==> src/rtl/usb_tx_encoder.sv <==
// USB full-speed transmit line encoder: SYNC, LSB-first serialisation, bit stuffing, NRZI, EOP.
// Optional macro USB_TX_CRC16_EN appends a bit-stuffed CRC16 trailer after the last byte.
module usb_tx_encoder #(
   parameter int CLKS_PER_BIT = 8
) (
   input  logic       clk,
   input  logic       n_rst,
   input  logic [7:0] tx_data,
   input  logic       tx_valid,
   input  logic       tx_last,
   output logic       tx_ready,
   output logic       d_plus_out,
   output logic       d_minus_out,
   output logic       tx_busy,
   output logic       tx_done,
   output logic       tx_err
);

   localparam int CW = $clog2(CLKS_PER_BIT);
   localparam logic [CW-1:0] CNT_MAX = CW'(CLKS_PER_BIT - 1);

   typedef enum logic [2:0] {IDLE, SYNC, DATA, STUFF, EOP_SE0, EOP_J} state_t;

   state_t        state_q, state_n;
   logic [CW-1:0] cnt_q, cnt_n;
   logic [3:0]    idx_q, idx_n, nxt_idx;
   logic [2:0]    ones_q, ones_n;
   logic [7:0]    byte_q, byte_n;
   logic          last_q, last_n;
   logic          dp_q, dp_n, dm_q, dm_n;
   logic          bnd, fetch, launch, lbit;

`ifdef USB_TX_CRC16_EN
   logic [15:0]   crc_q, crc_n;
   logic          in_crc_q, in_crc_n, pid_q, pid_n, data_bit;

   // Reflected form of polynomial 0x8005, fed LSB-first.
   function automatic logic [15:0] crc_step(input logic [15:0] c, input logic b);
      return (c >> 1) ^ (((c[0] ^ b) == 1'b1) ? 16'hA001 : 16'h0000);
   endfunction
`endif

   assign bnd     = (cnt_q == CNT_MAX);
   assign nxt_idx = idx_q + 4'd1;

   always_ff @(posedge clk) begin
      if (!n_rst) begin
         state_q  <= IDLE;
         cnt_q    <= '0;
         idx_q    <= '0;
         ones_q   <= '0;
         byte_q   <= '0;
         last_q   <= 1'b0;
         dp_q     <= 1'b1;
         dm_q     <= 1'b0;
`ifdef USB_TX_CRC16_EN
         crc_q    <= '0;
         in_crc_q <= 1'b0;
         pid_q    <= 1'b0;
`endif
      end else begin
         state_q  <= state_n;
         cnt_q    <= cnt_n;
         idx_q    <= idx_n;
         ones_q   <= ones_n;
         byte_q   <= byte_n;
         last_q   <= last_n;
         dp_q     <= dp_n;
         dm_q     <= dm_n;
`ifdef USB_TX_CRC16_EN
         crc_q    <= crc_n;
         in_crc_q <= in_crc_n;
         pid_q    <= pid_n;
`endif
      end
   end

   // State reflects the bit currently on the line; every decision is taken on the wrap clock.
   always_comb begin
      state_n  = state_q;
      cnt_n    = cnt_q;
      idx_n    = idx_q;
      ones_n   = ones_q;
      byte_n   = byte_q;
      last_n   = last_q;
      dp_n     = dp_q;
      dm_n     = dm_q;
      fetch    = 1'b0;
      launch   = 1'b0;
      lbit     = 1'b0;
`ifdef USB_TX_CRC16_EN
      crc_n    = crc_q;
      in_crc_n = in_crc_q;
      pid_n    = pid_q;
      data_bit = 1'b0;
`endif
      if (state_q != IDLE) cnt_n = bnd ? '0 : cnt_q + CW'(1);

      case (state_q)
         IDLE: begin
            if (tx_valid) begin
               byte_n  = tx_data;
               last_n  = tx_last;
               state_n = SYNC;
               idx_n   = '0;
               cnt_n   = '0;
               launch  = 1'b1;
`ifdef USB_TX_CRC16_EN
               pid_n    = 1'b1;
               crc_n    = 16'hFFFF;
               in_crc_n = 1'b0;
`endif
            end
         end
         SYNC: begin
            if (bnd) begin
               launch = 1'b1;
               if (idx_q == 4'd7) begin
                  state_n = DATA;
                  idx_n   = '0;
                  lbit    = byte_q[0];
`ifdef USB_TX_CRC16_EN
                  data_bit = 1'b1;
`endif
               end else begin
                  idx_n = nxt_idx;
                  lbit  = (nxt_idx == 4'd7);
               end
            end
         end
         DATA, STUFF: begin
            if (bnd) begin
               if (state_q == DATA && ones_q == 3'd6) begin
                  state_n = STUFF;
                  launch  = 1'b1;
               end
`ifdef USB_TX_CRC16_EN
               else if (in_crc_q) begin
                  if (idx_q == 4'd15) begin
                     state_n = EOP_SE0;
                     idx_n   = '0;
                     dp_n    = 1'b0;
                     dm_n    = 1'b0;
                  end else begin
                     state_n = DATA;
                     idx_n   = nxt_idx;
                     launch  = 1'b1;
                     lbit    = crc_q[nxt_idx];
                  end
               end
`endif
               else if (idx_q != 4'd7) begin
                  state_n = DATA;
                  idx_n   = nxt_idx;
                  launch  = 1'b1;
                  lbit    = byte_q[nxt_idx[2:0]];
`ifdef USB_TX_CRC16_EN
                  data_bit = 1'b1;
`endif
               end else if (last_q) begin
`ifdef USB_TX_CRC16_EN
                  state_n  = DATA;
                  in_crc_n = 1'b1;
                  idx_n    = '0;
                  crc_n    = ~crc_q;
                  launch   = 1'b1;
                  lbit     = ~crc_q[0];
`else
                  state_n = EOP_SE0;
                  idx_n   = '0;
                  dp_n    = 1'b0;
                  dm_n    = 1'b0;
`endif
               end else begin
                  fetch = 1'b1;
                  idx_n = '0;
                  if (tx_valid) begin
                     byte_n  = tx_data;
                     last_n  = tx_last;
                     state_n = DATA;
                     launch  = 1'b1;
                     lbit    = tx_data[0];
`ifdef USB_TX_CRC16_EN
                     pid_n    = 1'b0;
                     data_bit = 1'b1;
`endif
                  end else begin
                     state_n = EOP_SE0;
                     dp_n    = 1'b0;
                     dm_n    = 1'b0;
                  end
               end
            end
         end
         EOP_SE0: begin
            if (bnd) begin
               if (idx_q == 4'd1) begin
                  state_n = EOP_J;
                  idx_n   = '0;
                  dp_n    = 1'b1;
                  dm_n    = 1'b0;
               end else begin
                  idx_n = nxt_idx;
               end
            end
         end
         EOP_J: begin
            if (bnd) state_n = IDLE;
         end
         default: state_n = IDLE;
      endcase

      // NRZI: a 0 toggles J/K, a 1 holds the line and extends the run of ones.
      if (launch) begin
         if (!lbit) begin
            dp_n   = ~dp_q;
            dm_n   = ~dm_q;
            ones_n = '0;
         end else begin
            ones_n = ones_q + 3'd1;
         end
      end
`ifdef USB_TX_CRC16_EN
      if (data_bit && !pid_n) crc_n = crc_step(crc_q, lbit);
`endif
   end

   assign d_plus_out  = dp_q;
   assign d_minus_out = dm_q;
   assign tx_busy     = (state_q != IDLE);
   assign tx_ready    = n_rst & ((state_q == IDLE) | fetch);
   assign tx_err      = n_rst & fetch & ~tx_valid;
   assign tx_done     = n_rst & (state_q == EOP_J) & bnd;

endmodule

==> config.mk <==
export PLATFORM = sky130hd
export DESIGN_NAME = usb_tx_encoder
export DESIGN_NICKNAME = d
export VERILOG_FILES = /design/src/rtl/usb_tx_encoder.sv
export SDC_FILE = /design/constraint.sdc
export NUM_CORES = 1
export LEC_CHECK = 0
export ABC_AREA = 1
export CAP_MARGIN = 10
export CORE_MARGIN = 2
export CORE_UTILIZATION = 40
export DETAILED_ROUTE_END_ITERATION = 8
export SETUP_SLACK_MARGIN = 0.1
export SLEW_MARGIN = 25
export SYNTH_ARGS = -nofsm -noshare
export SYNTH_HDL_FRONTEND = slang
export SYNTH_SLANG_ARGS = --single-unit
==> constraint.sdc <==
create_clock -name clk -period 1.6 [get_ports clk]
set_input_delay 0.48 -clock clk [delete_from_list [all_inputs] [get_ports clk]]
set_output_delay 0.48 -clock clk [all_outputs]
set_load 0.03 [all_outputs]
==> impl_metrics.tcl, run 1 <==
set metrics [dict create \
    drt_wl_total_um 4622 \
    crit_type "reg -> out" \
    avgRoutedWirePerCell_um 13.48 \
    cts.hold.buffers_added 0 \
    synthesis.nets 233 \
    clock_skew_ns 0.001700 \
    initial_core_util_pct 42.02 \
    io_pins 18 \
    clock-sinks 24 \
    seq_area_frac_synth_pct 30.77 \
    grt-ovfl-total 0 \
    fillers 276 \
    synthCells 214 \
    vias 1683 \
    cts_tree "built" \
    m1WireLength_um 2245 \
    wl_met3_um 158 \
    highest_layer "met4" \
    endpoint_kind "output pin" \
    design_area_um2 2739 \
    syn_area_per_cell_um2 7.297 \
    die_y_um 66.48 \
    endpoint "tx_done" \
    crit_chain "ha_4, ha_4, buf_6, inv_8, nor4_4, buf_4" \
    antenna_found_initial 0 \
    worstReg2RegEnd "d_minus_out$_SDFF_PN0_" \
    cpMostUsedCell "ha_4" \
    cpMaxStageDelayCell "dfxtp_4" \
    synthDistinctLibCells 35 \
    grt_use_total_pct 21.90 \
    cpPeakStageDelay_ns 0.37 \
    vdd_ir_drop_max_uv 816.1 \
    layout_setup_ws_ns -0.4032 \
    power.leakage_nw 1.150 \
    fp.dieW_um 66.48 \
    maxSlewHeadroom_pct 83.75 \
    nets 315 \
    cts-root-buf "clkbuf_8" \
    rsz0062_at_grt "true" \
    place.gp.congestion 0.8698 \
    yosys_warnings 0 \
    violations "setup timing" \
    critPathMaxFanout 5 \
    reg2reg_slack_ns -0.04 \
    worst_slew_pin_slew_ns 0.2430 \
    status "finished, violations left" \
    drive_gt1_share_pct 60.34 \
    critPathLaunchType "flip-flop" \
    fin_crit_ns 2.003 \
    startpoint "cnt_q[0]$_SDFF_PN0_" \
    reg2reg_depth 13 \
    timing.rr.start "cnt_q[0]$_SDFF_PN0_" \
    vias_per_cell 4.907 \
    required_ns 1.12 \
    period_share_pct 125.2 \
    drv_slew 0 \
    clock_path_buffers 2 \
    grt_pass1_vias 1634 \
    clk_pin_slew_ns 0.09 \
    grt_max_degree 16 \
    syn-cell-area_um2 1561 \
    report.final.hold_viol_count 0 \
    place_area_um2 2233 \
    rows 22 \
    n_antenna_cell 0 \
    cts_made_buffers 3 \
    grt_pass1_wl_um 7452 \
    crit_arrival_ns 1.52 \
    htree_num_levels 1 \
    drtIter0Drc 60 \
    die_area_um2 4420 \
    p_total_w 0.003994 \
    hp-class "reg -> reg" \
    insertion_delay_ns 0.27 \
    synth-seq-cells 24 \
    max_clock_freq_mhz 499.2 \
    power_density_nw_per_um2 1458 \
    finalSetupViolations 9 \
    met2_length_um 2184 \
    drtPass1Iterations 4 \
    core_um2 3716 \
    final_cell_mix "buf_4 (51), nand2_1 (29), buf_6 (17)" \
    area_delta_synth_final_pct 75.40 \
    port_buffers 17 \
    final_util_pct 73.70 \
    maxCapViolCount 0 \
    hpwl_um 3069 \
    ant_nets 0 \
    final_common_cell "buf_4" \
    remaining_drc_errors 0 \
]
==> sequential cells by signal, indices dropped and copies added (netlist names) <==
name and cells:
byte_q 8, cnt_q 3, d_minus_out 1, d_plus_out 1
idx_q 4, last_q 1, ones_q 3, state_q 3
==> metrics by stage <==
| step | cells | setup TNS (ns) | hold slack (ns) | setup WS, ns |
|---|---|---|---|---|
| 6_report | 343 | -1.255 | 0.4685 | -0.4032 |
| 5_1_grt | 343 | -2.851 | 0.4810 | -0.4727 |
| 4_1_cts | 339 | -1.664 | 0.4639 | -0.3950 |
| 3_5_place_dp | 324 | -6.809 | 0.4486 | -0.4662 |
| 3_3_place_gp | 324 | -6.213 | 0.4485 | -0.4576 |
| 2_1_floorplan | 214 | -0.5091 | 0.4343 | -0.2179 |
==> worst min-delay path by stage <==
stage                                 from                      to  slack [ns]  cells past startpoint
CTS                 byte_q[6]$_SDFFE_PN0P_  byte_q[6]$_SDFFE_PN0P_        0.46                      2
detailed placement  byte_q[7]$_SDFFE_PN0P_  byte_q[7]$_SDFFE_PN0P_        0.45                      2
floorplan           byte_q[6]$_SDFFE_PN0P_  byte_q[6]$_SDFFE_PN0P_        0.43                      2
global route        byte_q[7]$_SDFFE_PN0P_  byte_q[7]$_SDFFE_PN0P_        0.48                      2
finish              byte_q[7]$_SDFFE_PN0P_  byte_q[7]$_SDFFE_PN0P_        0.47                      2
global placement    byte_q[6]$_SDFFE_PN0P_  byte_q[6]$_SDFFE_PN0P_        0.45                      2
==> metal layers <==
layer / global-route usage [%] / vias to the layer above
met4: 4.082 / 0
met5: 0 / -
met3: 3.716 / 4
met1: 30.75 / 783
met2: 35.38 / 30
li1: - / 866
==> cell families after synthesis <==
family                     share of synthesized area [%]
AOI/OAI and AO/OA                                  19.79
xor gates and xnor gates                           1.683
adders and majority gates                          5.609
buffers and inverters                              10.74
DFF                                                30.77
and+or+nand+nor                                    31.41
==> power by group <==
group	total, W	internal (W)	switching, W
Clock	0.000426	0.000220	0.000206
Combinational	0.00265	0.00123	0.00142
Sequential	0.000923	0.000794	0.000129
==> area by class of cell <==
type / instances / area [µm²] / share of cell area (%)
flip-flops and latches: 24 / 499.2 / 18.23
inverters: 30 / 125.1 / 4.568
clock buffers: 4 / 55.05 / 2.010
repair buffers: 82 / 715.7 / 26.13
multi-input cells: 155 / 1284 / 46.87
well taps: 48 / 60.06 / 2.193
==> critical path, delay by kind of cell, from the launching register on <==
family | cells | cell delay, ns
flip-flops | 1 | 0.37
buffers and inverters | 3 | 0.35
adder cells (fa/ha/maj) | 2 | 0.27
AND/OR/NAND/NOR | 1 | 0.25
==> cells in the mapped netlist <==
master     count  area, µm²
a211oi_1       1      7.510
a21oi_1       13      65.06
a21oi_2        8      70.07
a21oi_4        1      16.27
a31oi_1        2      12.51
buf_12         1      20.02
buf_2          1      5.000
buf_4          2      15.01
buf_6          1      11.26
clkbuf_1       1      3.750
dfxtp_1       24      480.5
ha_1           7      87.58
inv_1         24      90.09
inv_2          6      22.52
nand2_1       34      127.6
nand2_2        8      50.05
nand2_4        1      11.26
nand3_1       16      80.08
nand3_2        3      30.03
nand3b_1       1      7.510
nand4_1        4      25.02
nor2_1        16      60.06
nor2_2         6      37.54
nor2_4         3      33.78
nor3_1         3      15.01
nor4_1         1      6.260
o2111ai_1      1      8.760
o211a_1        1      10.01
o211ai_2       1      12.51
o21ai_0       14      70.07
o21ai_1        2      10.01
o21ai_2        3      26.28
or2_1          1      6.260
xnor2_1        1      8.760
xor2_1         2      17.52
==> repair_timing <==
item,in CTS,in global routing
endpoints found under the hold margin,0,0
pin swaps,16,30
setup buffers,10,8
gates cloned,1,0
setup endpoints to repair,26,27
resized for setup,59,52
Power figures use the tool's default switching activity.
==> run 2: changes to the inputs <==
PLACE_DENSITY = 0.67   (was default)
SLEW_MARGIN = 20   (was 25)
==> run 2 against run 1 <==
  * The run still ends with setup timing left
  * First-iteration DRC count increased by 77%
  * Sequential cell count unchanged
  * Via count grew 6.4%
  * Wire length increased by 18%
  * Die area stayed put
  * Hold slack lost 0.0061 ns
  * Sequential share of layout area fell by 0.59 points
  * Utilization increased by 2.1 points
  * Clock power shrank 9.2%
  * Design area is 2.8% higher
  * Global-route usage increased by 1.1 points
==> impl_metrics.tcl, run 2 (synthesis gave the netlist of run 1 again) <==
set metrics [dict create \
    max_clock_freq_mhz 494.3 \
    die_y_um 66.48 \
    cts_tree "built" \
    htree_num_levels 1 \
    grt-ovfl-total 0 \
    crit_arrival_ns 1.54 \
    final_util_pct 75.79 \
    vias_per_cell 5.191 \
    reg_top3 "byte_q (8), idx_q (4)" \
    drtIter0Drc 106 \
    grt_use_total_pct 22.97 \
    endpoint_kind "output pin" \
    avgRoutedWirePerCell_um 15.78 \
    place_area_um2 2258 \
    vias 1791 \
    worstHoldStart "byte_q[4]$_SDFFE_PN0P_" \
    grt_max_degree 16 \
    rows 22 \
    crit_chain "ha_4, nand3_4, nor2_4, nand4_1, nor3_4, buf_6" \
    fp.dieW_um 66.48 \
    clock-sinks 24 \
    power.leakage_nw 1.147 \
    core_um2 3716 \
    grt_pass1_vias 1702 \
    cpPeakStageDelay_ns 0.36 \
    cts-root-buf "clkbuf_8" \
    place.gp.congestion 0.9186 \
    io_pins 18 \
    antenna_found_initial 0 \
    reg2reg_slack_ns -0.18 \
    final_common_cell "buf_4" \
    violations "setup timing" \
    largest-register "byte_q" \
    critPathLaunchType "flip-flop" \
    drt_wl_total_um 5443 \
    hp-class "reg -> reg" \
    rsz0062_at_grt "true" \
    finalSetupViolations 20 \
    cts.hold.buffers_added 0 \
    nets 317 \
    clock_skew_ns 0.01140 \
    required_ns 1.12 \
    drive_gt1_share_pct 65.66 \
    hpwl_um 3302 \
    ant_nets 0 \
    final_cell_mix "buf_4 (47), nand2_1 (24), buf_6 (24)" \
    remaining_drc_errors 0 \
    tns_ns -2.844 \
    status "finished, violations left" \
    clk_pin_slew_ns 0.08 \
    fin_crit_ns 2.023 \
    maxSlewHeadroom_pct 82.28 \
    worst_slew_pin_slew_ns 0.2650 \
    crit_type "reg -> out" \
    layout_setup_ws_ns -0.4232 \
    grt_pass1_wl_um 7665 \
    critPathMaxFanout 2 \
    die_area_um2 4420 \
    cpMaxStageDelayCell "dfxtp_4" \
    drtPass1Iterations 4 \
    insertion_delay_ns 0.28 \
    place_ws_ns -0.4774 \
    report.final.hold_viol_count 0 \
    n_antenna_cell 0 \
    maxCapViolCount 0 \
    power_density_nw_per_um2 1529 \
    drv_slew 0 \
    initial_core_util_pct 42.02 \
    fillers 247 \
    design_area_um2 2816 \
    vdd_ir_drop_max_uv 733.0 \
    startpoint "idx_q[0]$_SDFFE_PN0P_" \
    cts_made_buffers 3 \
    timing.rr.start "cnt_q[0]$_SDFF_PN0_" \
    period_share_pct 126.4 \
    area_delta_synth_final_pct 80.37 \
    port_buffers 17 \
    largest_reg_flops 8 \
    clock_path_buffers 2 \
]
-- run 2: metrics by stage --
| stage | std cells | hold WS [ns] | power, W |
|---|---|---|---|
| 6_report | 345 | 0.4624 | 0.004308 |
| 5_1_grt | 345 | 0.4820 | 0.004579 |
| 4_1_cts | 342 | 0.4633 | 0.003724 |
| 3_5_place_dp | 329 | 0.4518 | 0.002971 |
| 3_3_place_gp | 329 | 0.4487 | 0.002926 |
| 2_1_floorplan | 214 | 0.4343 | 0.002111 |
-- run 2: worst max-delay path: cells and delay by family (launching register included) --
kind                       cells  cell delay [ns]
and+or+nand+nor                4             0.62
DFF                            1             0.36
adders and majority gates      1             0.14
buffers and inverters          1             0.15
-- run 2: worst paths after layout --
check / to / cells past startpoint
worst max-delay path: tx_err / 6
worst min-delay path: byte_q[4]$_SDFFE_PN0P_ / 2
worst min register to register: byte_q[4]$_SDFFE_PN0P_ / 2
worst max register to register: idx_q[2]$_SDFFE_PN0P_ / 12
-- run 2: cell type report --
type,count,area (µm²),area share [%]
multi-input combinational,155,1344,47.71
sequential,24,496.7,17.64
timing repair buffer,84,748.2,26.57
tap,48,60.06,2.132
inverter,30,122.6,4.354
clock buffer,4,45.04,1.599
-- run 2: power breakdown --
part	switching (W)	internal, W	total [W]
clock network	0.000208	0.000179	0.000387
registers	0.000122	0.000791	0.000913
logic	0.00163	0.00138	0.00301
-- run 2: what timing repair did --
item | CTS | global route
endpoints found under the setup margin | 26 | 29
setup buffers | 8 | 4
cloned | 1 | 0
endpoints found under the hold margin | 0 | 0
resized for setup | 55 | 74
pin swaps | 25 | 35
-- run 2: per-layer routing --
metal,GRT usage (%),vias up,routed length (µm)
met4,6.888,0,198
met3,3.209,21,188
met2,40.63,51,2770
li1,-,874,-
met1,28.66,845,2286
met5,0,-,0
==> run 3: changes to the inputs <==
CORE_MARGIN = default   (was 2)
==> run 3 against run 2 <==
  * The run still ends with setup timing left
  * Setup slack worse by 0.014 ns
  * First-iteration DRC count is 0.94% higher
  * Power fell by 5.4%
  * Fmax down 0.71%
  * Non-clock buffer count shrank 3
  * Register-to-register slack worse by 0.07 ns
  * Critical path type unchanged
  * Largest power group unchanged
==> impl_metrics.tcl, run 3 (synthesis gave the netlist of run 1 again) <==
set metrics [dict create \
    status "finished, violations left" \
    nets 314 \
    core_um2 3716 \
    clock_skew_ns 0.004154 \
    cts_made_buffers 3 \
    tns_ns -4.258 \
    vdd_ir_drop_max_uv 953.7 \
    place_area_um2 2223 \
    final_cell_mix "buf_4 (44), nand2_1 (31), buf_6 (21)" \
    drt_wl_total_um 5434 \
    reg2reg_slack_ns -0.25 \
    grt_max_degree 16 \
    drtPass1Iterations 4 \
    rows 22 \
    initial_core_util_pct 42.02 \
    clock-sinks 24 \
    io_pins 18 \
    worstReg2RegEnd "d_minus_out$_SDFF_PN0_" \
    holdPathStages 2 \
    fp.dieW_um 64.48 \
    drive_gt1_share_pct 57.48 \
    required_ns 1.12 \
    crit_arrival_ns 1.56 \
    finalSetupViolations 24 \
    vias 1809 \
    endpoint_kind "output pin" \
    reg2reg_depth 13 \
    fin_crit_ns 2.038 \
    n_antenna_cell 0 \
    critPathLaunchType "flip-flop" \
    grt_pass1_wl_um 7493 \
    power_switching_w 0.001817 \
    antenna_found_initial 0 \
    highest_layer "met4" \
    cts-root-buf "clkbuf_8" \
    grt_use_total_pct 23.01 \
    place_ws_ns -0.4810 \
    violations "setup timing" \
    critPathMaxFanout 2 \
    largest_reg_flops 8 \
    reg_top3 "byte_q (8), idx_q (4)" \
    cts_tree "built" \
    period_share_pct 127.4 \
    max_clock_freq_mhz 490.8 \
    port_buffers 17 \
    maxCapViolCount 0 \
    clk_pin_slew_ns 0.09 \
    hp-class "reg -> reg" \
    final_common_cell "buf_4" \
    grt_pass1_vias 1675 \
    m1WireLength_um 2182 \
    layout_setup_ws_ns -0.4376 \
    hpwl_um 3083 \
    drtIter0Drc 107 \
    power_density_nw_per_um2 1502 \
    clock_path_buffers 2 \
    pwr-share-clk_pct 10.4 \
    pwr-share-comb_pct 67.0 \
    remaining_drc_errors 0 \
    seq_power_share_pct 22.6 \
    report.final.hold_viol_count 0 \
    avgRoutedWirePerCell_um 15.89 \
    grt-ovfl-total 0 \
    vias_per_cell 5.289 \
    insertion_delay_ns 0.27 \
    area_delta_synth_final_pct 73.72 \
    design_area_um2 2713 \
    crit_type "reg -> out" \
    ant_nets 0 \
    die_y_um 64.48 \
    drv_slew 0 \
    htree_num_levels 1 \
    maxSlewHeadroom_pct 67.50 \
    worstHoldStart "byte_q[5]$_SDFFE_PN0P_" \
    wl_met3_um 387 \
    intPower_w 0.002256 \
    place.gp.congestion 0.8743 \
    die_area_um2 4158 \
    rsz0062_at_grt "true" \
    swShare_pct 44.61 \
    worst_slew_pin_slew_ns 0.4842 \
    timing.rr.start "ones_q[0]$_SDFFE_PN0N_" \
    met2_length_um 2630 \
    hold_end "byte_q[5]$_SDFFE_PN0P_" \
    power.leakage_nw 1.133 \
    cts.hold.buffers_added 0 \
    largest-register "byte_q" \
]
run 3: worst max path at each step:
stage,endpoint,cells after the start,start,slack (ns)
4_1_cts,tx_err,6,idx_q[0]$_SDFFE_PN0P_,-0.42
2_1_floorplan,tx_err,5,idx_q[1]$_SDFFE_PN0P_,-0.22
3_3_place_gp,tx_err,5,n_rst,-0.48
3_5_place_dp,tx_err,5,n_rst,-0.48
6_report,tx_err,6,idx_q[0]$_SDFFE_PN0P_,-0.44
5_1_grt,tx_err,6,idx_q[0]$_SDFFE_PN0P_,-0.50
run 3: final cells by class:
cell class	count	area, µm²
Multi-Input combinational cell	155	1230
Fill cell	254	1003
Timing Repair Buffer	81	742.0
Sequential cell	24	498.0
Inverter	30	127.6
Tap cell	48	60.06
Clock buffer	4	55.05
run 3: per-layer routing:
| layer | up-vias | GRT usage, % |
|---|---|---|
| li1 | 869 | - |
| met1 | 823 | 29.70 |
| met2 | 91 | 37.89 |
| met3 | 26 | 5.458 |
| met4 | 0 | 6.667 |
| met5 | - | 0 |
run 3: worst max-delay path, stage by stage, from the launching register on:
cell	delay [ns]
dfxtp_2	0.36
ha_4	0.16
nand3_4	0.08
nor2_4	0.10
nand4_1	0.24
nor3_4	0.20
buf_6	0.15
run 3: what timing repair did:
item / CTS / global route
pin swaps: 12 / 21
hold endpoints to repair: 0 / 0
gates resized for setup: 50 / 54
endpoints found under the setup margin: 26 / 29
buffers inserted: 5 / 15
cloned: 1 / 0
run 3: power groups by stage:
stage               Combinational (W)  Sequential [W]  Clock (W)
finish                        0.00273        0.000920   0.000424
floorplan                     0.00119        0.000918          0
global route                  0.00295        0.000939   0.000454
global placement              0.00191        0.000891          0
CTS                           0.00223        0.000904   0.000436
detailed placement            0.00193        0.000897          0
run 3: metrics by stage:
stage	hold WS (ns)	cells	total power [W]	util, %
2_1_floorplan	0.4343	214	0.002111	-
3_3_place_gp	0.4500	321	0.002803	59.83
3_5_place_dp	0.4539	321	0.002829	59.83
4_1_cts	0.4675	331	0.003575	66.09
5_1_grt	0.4985	342	0.004342	73.00
6_report	0.4738	342	0.004074	73.00
